==> src/rtl/serial_frame_loader.sv <==
// Purpose: parallel-in, LSB-first serial-out frame loader with downstream clear pulse.
// Latency: accept at edge t -> ds_clr during cycle t..t+1, bit i during cycle t+1+i..t+2+i.
// Backpressure: in_ready high in IDLE and on the last bit of a frame, forced low by abort.
//
// Ports:
//   clk, reset      rising-edge clock, synchronous active-high reset
//   in_data/in_valid/in_ready  word handshake (accept = in_valid & in_ready)
//   abort           synchronous frame drop, wins over a same-cycle accept
//   ds_clr          one-cycle clear pulse for the downstream serial stage
//   sbit, sbit_valid, sbit_first, sbit_last   serial bit stream with framing strobes
//   busy            high while a frame is in CLEAR or SHIFT
module serial_frame_loader #(
  parameter int WIDTH = 8
) (
  input  logic             clk,
  input  logic             reset,
  input  logic [WIDTH-1:0] in_data,
  input  logic             in_valid,
  output logic             in_ready,
  input  logic             abort,
  output logic             ds_clr,
  output logic             sbit,
  output logic             sbit_valid,
  output logic             sbit_first,
  output logic             sbit_last,
  output logic             busy
);

  localparam int CNT_W = (WIDTH > 1) ? $clog2(WIDTH) : 1;
  localparam logic [CNT_W-1:0] CNT_MAX = CNT_W'(WIDTH - 1);

  typedef enum logic [1:0] {
    IDLE  = 2'd0,
    CLEAR = 2'd1,
    SHIFT = 2'd2
  } state_t;

  state_t           state_q, state_d;
  logic [WIDTH-1:0] sr_q, sr_d;
  logic [CNT_W-1:0] cnt_q, cnt_d;

  logic ds_clr_q, ds_clr_d;
  logic sbit_q, sbit_d;
  logic sbit_valid_q, sbit_valid_d;
  logic sbit_first_q, sbit_first_d;
  logic sbit_last_q, sbit_last_d;
  logic busy_q, busy_d;

  logic last_bit;
  logic accept;

  assign last_bit = (state_q == SHIFT) && (cnt_q == CNT_MAX);
  // The only combinational output: abort masks ready so an aborted cycle never accepts.
  assign in_ready = !abort && ((state_q == IDLE) || last_bit);
  assign accept   = in_valid && in_ready;

  always_comb begin
    state_d = state_q;
    sr_d    = sr_q;
    cnt_d   = cnt_q;
    if (abort) begin
      state_d = IDLE;
      sr_d    = '0;
      cnt_d   = '0;
    end else begin
      case (state_q)
        IDLE: begin
          if (accept) begin
            sr_d    = in_data;
            cnt_d   = '0;
            state_d = CLEAR;
          end
        end
        CLEAR: begin
          cnt_d   = '0;
          state_d = SHIFT;
        end
        SHIFT: begin
          sr_d = sr_q >> 1;
          if (last_bit) begin
            cnt_d = '0;
            if (accept) begin
              // Back-to-back: the next word loads while its predecessor's last bit is out.
              sr_d    = in_data;
              state_d = CLEAR;
            end else begin
              state_d = IDLE;
            end
          end else begin
            cnt_d = cnt_q + 1'b1;
          end
        end
        default: begin
          state_d = IDLE;
          sr_d    = '0;
          cnt_d   = '0;
        end
      endcase
    end
  end

  // Outputs are registered from the next-state values so they line up with state_q.
  always_comb begin
    ds_clr_d     = (state_d == CLEAR);
    sbit_valid_d = (state_d == SHIFT);
    sbit_d       = (state_d == SHIFT) && sr_d[0];
    sbit_first_d = (state_d == SHIFT) && (cnt_d == '0);
    sbit_last_d  = (state_d == SHIFT) && (cnt_d == CNT_MAX);
    busy_d       = (state_d != IDLE);
  end

  always_ff @(posedge clk) begin
    if (reset) begin
      state_q      <= IDLE;
      sr_q         <= '0;
      cnt_q        <= '0;
      ds_clr_q     <= 1'b0;
      sbit_q       <= 1'b0;
      sbit_valid_q <= 1'b0;
      sbit_first_q <= 1'b0;
      sbit_last_q  <= 1'b0;
      busy_q       <= 1'b0;
    end else begin
      state_q      <= state_d;
      sr_q         <= sr_d;
      cnt_q        <= cnt_d;
      ds_clr_q     <= ds_clr_d;
      sbit_q       <= sbit_d;
      sbit_valid_q <= sbit_valid_d;
      sbit_first_q <= sbit_first_d;
      sbit_last_q  <= sbit_last_d;
      busy_q       <= busy_d;
    end
  end

  assign ds_clr     = ds_clr_q;
  assign sbit       = sbit_q;
  assign sbit_valid = sbit_valid_q;
  assign sbit_first = sbit_first_q;
  assign sbit_last  = sbit_last_q;
  assign busy       = busy_q;

endmodule

==> config.mk <==
export PLATFORM = sky130hd
export DESIGN_NAME = serial_frame_loader
export DESIGN_NICKNAME = d
export VERILOG_FILES = /design/src/rtl/serial_frame_loader.sv
export SDC_FILE = /design/constraint.sdc
export NUM_CORES = 1
export LEC_CHECK = 0
export ABC_AREA = 0
export CORE_AREA = 8 8 56 58
export DETAILED_ROUTE_END_ITERATION = 12
export DIE_AREA = 0 0 64 66
export GPL_ROUTABILITY_DRIVEN = 0
export PLACE_DENSITY = 0.76
export SKIP_LAST_GASP = 1
export SLEW_MARGIN = 20
export SYNTH_ARGS = -nofsm -noshare
export SYNTH_HDL_FRONTEND = slang
export SYNTH_SLANG_ARGS = --single-unit
export TNS_END_PERCENT = 5
==> constraint.sdc <==
create_clock -name clk -period 1.5 [get_ports clk]
set_input_delay 0.45 -clock clk [delete_from_list [all_inputs] [get_ports clk]]
set_output_delay 0.45 -clock clk [all_outputs]
set_load 0.01 [all_outputs]
### Word level (Yosys, flattened, before mapping)

Index checks and enable logic that the tools add are counted.

| storage, ports and cells | value |
|---|---|
| bits in registers | 19 |
| bits of input ports | 12 |
| output and inout bits | 7 |
| logic and storage cells | 46 |

| cells by class | value |
|---|---|
| add/sub/neg operators | 1 |
| equal/unequal tests | 7 |
| mux-type cells | 14 |
| bitwise gates (word level) | 1 |
| reduce and logical (&&, ||, !) cells | 13 |

Operators by type and width:

| operator | number |
|---|---|
| $mux W8 | 3 |
| $pmux W8 S3 | 1 |
| $mux W3 | 3 |
| $eq A3 B3 Y1 const B | 2 |
| $logic_and A1 B1 Y1 | 6 |
| $mux W2 | 3 |
| $pmux W2 S3 | 1 |
| $pmux W3 S2 | 1 |
| $eq A2 B1 Y1 const B | 2 |
| $eq A2 B2 Y1 const B | 2 |
| $add A3 B1 Y3 const B | 1 |
| $logic_not A3 Y1 | 1 |
| $logic_not A2 Y1 | 1 |
| $mux W1 | 2 |
| $ne A2 B2 Y1 const B | 1 |
| $reduce_and A2 Y1 | 1 |
| $reduce_bool A2 Y1 | 1 |
| $reduce_or A2 Y1 | 1 |
| $logic_not A1 Y1 | 1 |
| $logic_or A1 B1 Y1 | 1 |
| $not A1 Y1 | 1 |

### Logic depth before layout (Yosys ltp)

| logic depth | value |
|---|---|
| depth after elaboration | 11 |
| gate-level depth with buffers | 7 |
| gate-level depth less buffers | 7 |

### Worst setup path after synthesis

Ideal clock, no wire load.

| path | value |
|---|---|
| path kind | flip-flop to output port |
| start | reg cnt_q[0] |
| end | out in_ready |
| arrival time | 1131 ps |
| required time | 1050 ps |
| path slack | -81 ps |
| cell stages (with the launch flop) | 5 |
| buffers on the path | 0 |
| path through | dfxtp_1 -> ha_1 -> ha_1 -> and2b_1 -> nor3_1 |

| on the way | value |
|---|---|
| longest elaborated chain between the ends | 4 |

Ends and longest elaborated chain:

| element | line | text |
|---|---|---|
| start: declaration | 40 | `logic [CNT_W-1:0] cnt_q, cnt_d;` |
| start signal: assignment | 126 | `cnt_q <= cnt_d;` |
| $eq A3 B3 Y1 | 52 | `assign last_bit = (state_q == SHIFT) && (cnt_q == CNT_MAX);` |
| $logic_and A1 B1 Y1 | 52 |  |
| $logic_or A1 B1 Y1 | 54 | `assign in_ready = !abort && ((state_q == IDLE) \|\| last_bit);` |
| $logic_and A1 B1 Y1 | 54 |  |
| end: declaration | 19 | `output logic in_ready,` |

No other way between the ends.

### Worst setup path in the final report

Same ends and word-level chain as after synthesis.

==> metrics <==
status finished with violations; failing checks negative setup slack; P per Cell Area 730.4 nW/um^2; Clock Skew 0.006781 ns; Die H 66 um; multi-input logic area 474.2 um^2; die span in x 64 um; CP required 1.05 ns; latest clock arrival within the worst-skew pair 0.29 ns; ys flop type dfxtp_1; Clock Tree Buf Depth 2; Mapped Cells 94; overall global routing resource usage 0.1056; period utilization 1.192; setup ws final -0.2885 ns; sw power 0.2205 mW; dpl cells 158; Die ar. 4224 um^2; Starting Density 0.3722; Setup TNS Final -2.564 ns; Core Footprint 2320 um^2; hold path cells 2; 1st-iter DRT viols 24; ys async rst share 0; fillers 211; Hold WC Path Type flip-flop to flip-flop; vias in the first global route 799; Post-Route WL 2164 um; Final #Nets 149; CTS root buf clkbuf_4; Sw Share 0.2380; Post-Layout Cell Count 164; relative slew slack 0.8032; proportion of layout cells with a drive suffix above 1 0.2985; register area share after synthesis 0.4406; Max H-tree Level 1; hold-fix buffers at CTS 0; largest net degree at the start of global routing 13; Final Hold Fails 0; initial antenna violation count 0; first-pass iteration count of the detailed router 4; number of synthesized flops with an enable pin 0; first-pass GRT wire length 3622 um; Flop pwr share 0.564; CP Class flip-flop to output port; crit path max fanout 2; vias per std cell 5.012; Synth Register Bits 19; # rows 18; Pint 0.7061 mW; clk slew on worst S/H paths 0.11 ns; syn avg cell area 9.184 um^2; maxcap violations 0; syn nets 108; count of final max-slew check failures 0; logic gate share of total power 0.162; CTS sink cnt 19; post-detail-place hpwl 1627 um; Cell variety after synth 34; Area Growth Syn to Fin 46.96%; CP endpoint kind output port; Inserted Diodes 0; Top-Level Pins 19; IO buf count 18; WP data arrival 1.34 ns; worst-margin pin slew 0.2939 ns; DR DRC count 0; final global-route overflow total 0; Max Freq 559.1 MHz; CTS Buf Count 3; Setup-failing EPs final 21; crit start category flip-flop; FF/Latch Area 382.9 um^2; vias 822; Yosys warning count 0; antenna-violating nets left 0; worst r2r path cells 9; DR WL/cell 13.20 um; CTS tree yes; clock group share of total power 0.274; VDD IR max 0.3483 mV; Final min period 1.789 ns; unrepaired setup endpoints after global routing yes; synthesized area 863.3 um^2; LEAKAGE 0.5118 nW
-- worst paths after layout --
path,startpoint,end,slack [ns]
worst min register to register,sr_q[3],sr_q[2],0.48
worst max register to register,cnt_q[0],cnt_q[0],-0.20
worst max-delay path,cnt_q[0],in_ready,-0.29
worst min-delay path,sr_q[3],sr_q[2],0.48
-- cell type report --
cell class	count	area share
clock buffer	4	0.02071
tap	30	0.02959
inverter	4	0.01183
multi-input combinational	68	0.3738
sequential	19	0.3018
timing repair buffer	39	0.2623
-- power groups by stage --
stage | combinational (mW) | clock [mW] | sequential [mW]
6_report | 0.150 | 0.254 | 0.523
5_1_grt | 0.162 | 0.288 | 0.525
4_1_cts | 0.148 | 0.270 | 0.523
3_5_place_dp | 0.149 | 0 | 0.534
3_3_place_gp | 0.146 | 0 | 0.534
2_1_floorplan | 0.0632 | 0 | 0.535
-- logic make-up after synthesis --
kind of cell / Yosys count / share of synthesized area
muxes: 5 / 0.05942
buffers and inverters: 7 / 0.04492
AOI/OAI and AO/OA: 17 / 0.1536
and+or+nand+nor: 44 / 0.2725
DFF: 19 / 0.4406
adders and majority gates: 2 / 0.02898
-- stage by stage --
step	power, mW	hold WS [ns]	util	setup WS, ns	cell area [um^2]
final	0.9267	0.4845	0.5469	-0.2885	1269
after global routing	0.9753	0.5083	0.5469	-0.3892	1269
after CTS	0.9410	0.4892	0.5437	-0.3033	1261
after detailed placement	0.6831	0.4731	0.5194	-0.5495	1205
after global placement	0.6795	0.4622	0.5194	-0.5395	1205
after floorplan	0.5981	0.4407	-	0.004838	868.3
-- state kept, by name (all words and copies together) (netlist names) --
name and flops:
state_q 2, sbit_last 1, sbit_valid 1, ds_clr 1, cnt_q 3, sbit 1
sbit_first 1, sr_q 8, busy 1
-- cell usage in the layout, fill, tap and decap left out, drive strengths merged --
cell            n
nor2           20
or3b            1
and2b           1
and4            1
o22a            2
nor3b           1
nor2b           1
a221oi          2
nand2b          4
or2             1
nor4            3
buf            22
inv             4
dfxtp          19
mux2            1
o2bb2ai         1
and4bb          1
nand2           7
a21oi           4
o21bai          1
ha              2
clkdlybuf4s50  17
or2b            1
mux2i           4
clkbuf          4
a22o            1
a22oi           1
o21ai           3
a211oi          2
nor3            2
-- worst max-delay path, cell delays in order (launching register included) --
cell and delay [ns]:
dfxtp_2 0.36, ha_4 0.14, ha_4 0.12, and2b_1 0.20, nor3_2 0.09, buf_2 0.15
-- cell usage after synthesis (2+ instances only) --
master    instances  area [um^2]
a211oi_1          2        15.01
a21oi_1           4        20.02
nand2_1           7        26.28
mux2i_1           4        40.04
inv_1             4        15.01
nor3_1            2        10.01
o21ai_2           2        17.52
nand2b_1          3        18.77
nor4_1            3        18.77
nor2_1           20        75.07
ha_1              2        25.02
dfxtp_1          19        380.4
-- what timing repair did --
item | 4_1_cts | 5_1_grt
gates cloned | 0 | 0
endpoints found under the setup margin | 22 | 25
gates resized for setup | 10 | 0
setup buffers | 1 | 1
-- layer usage --
layer | wire length [um] | global-route usage | vias to the layer above | share of wire
met1 | 951 | 0.1151 | 393 | 0.44
met3 | 124 | 0.03051 | 2 | 0.057
met5 | 0 | 0 | - | 0
li1 | - | - | 408 | -
met2 | 1061 | 0.1807 | 19 | 0.49
met4 | 27 | 0.05850 | 0 | 0.012
Power figures use the tool's default switching activity.
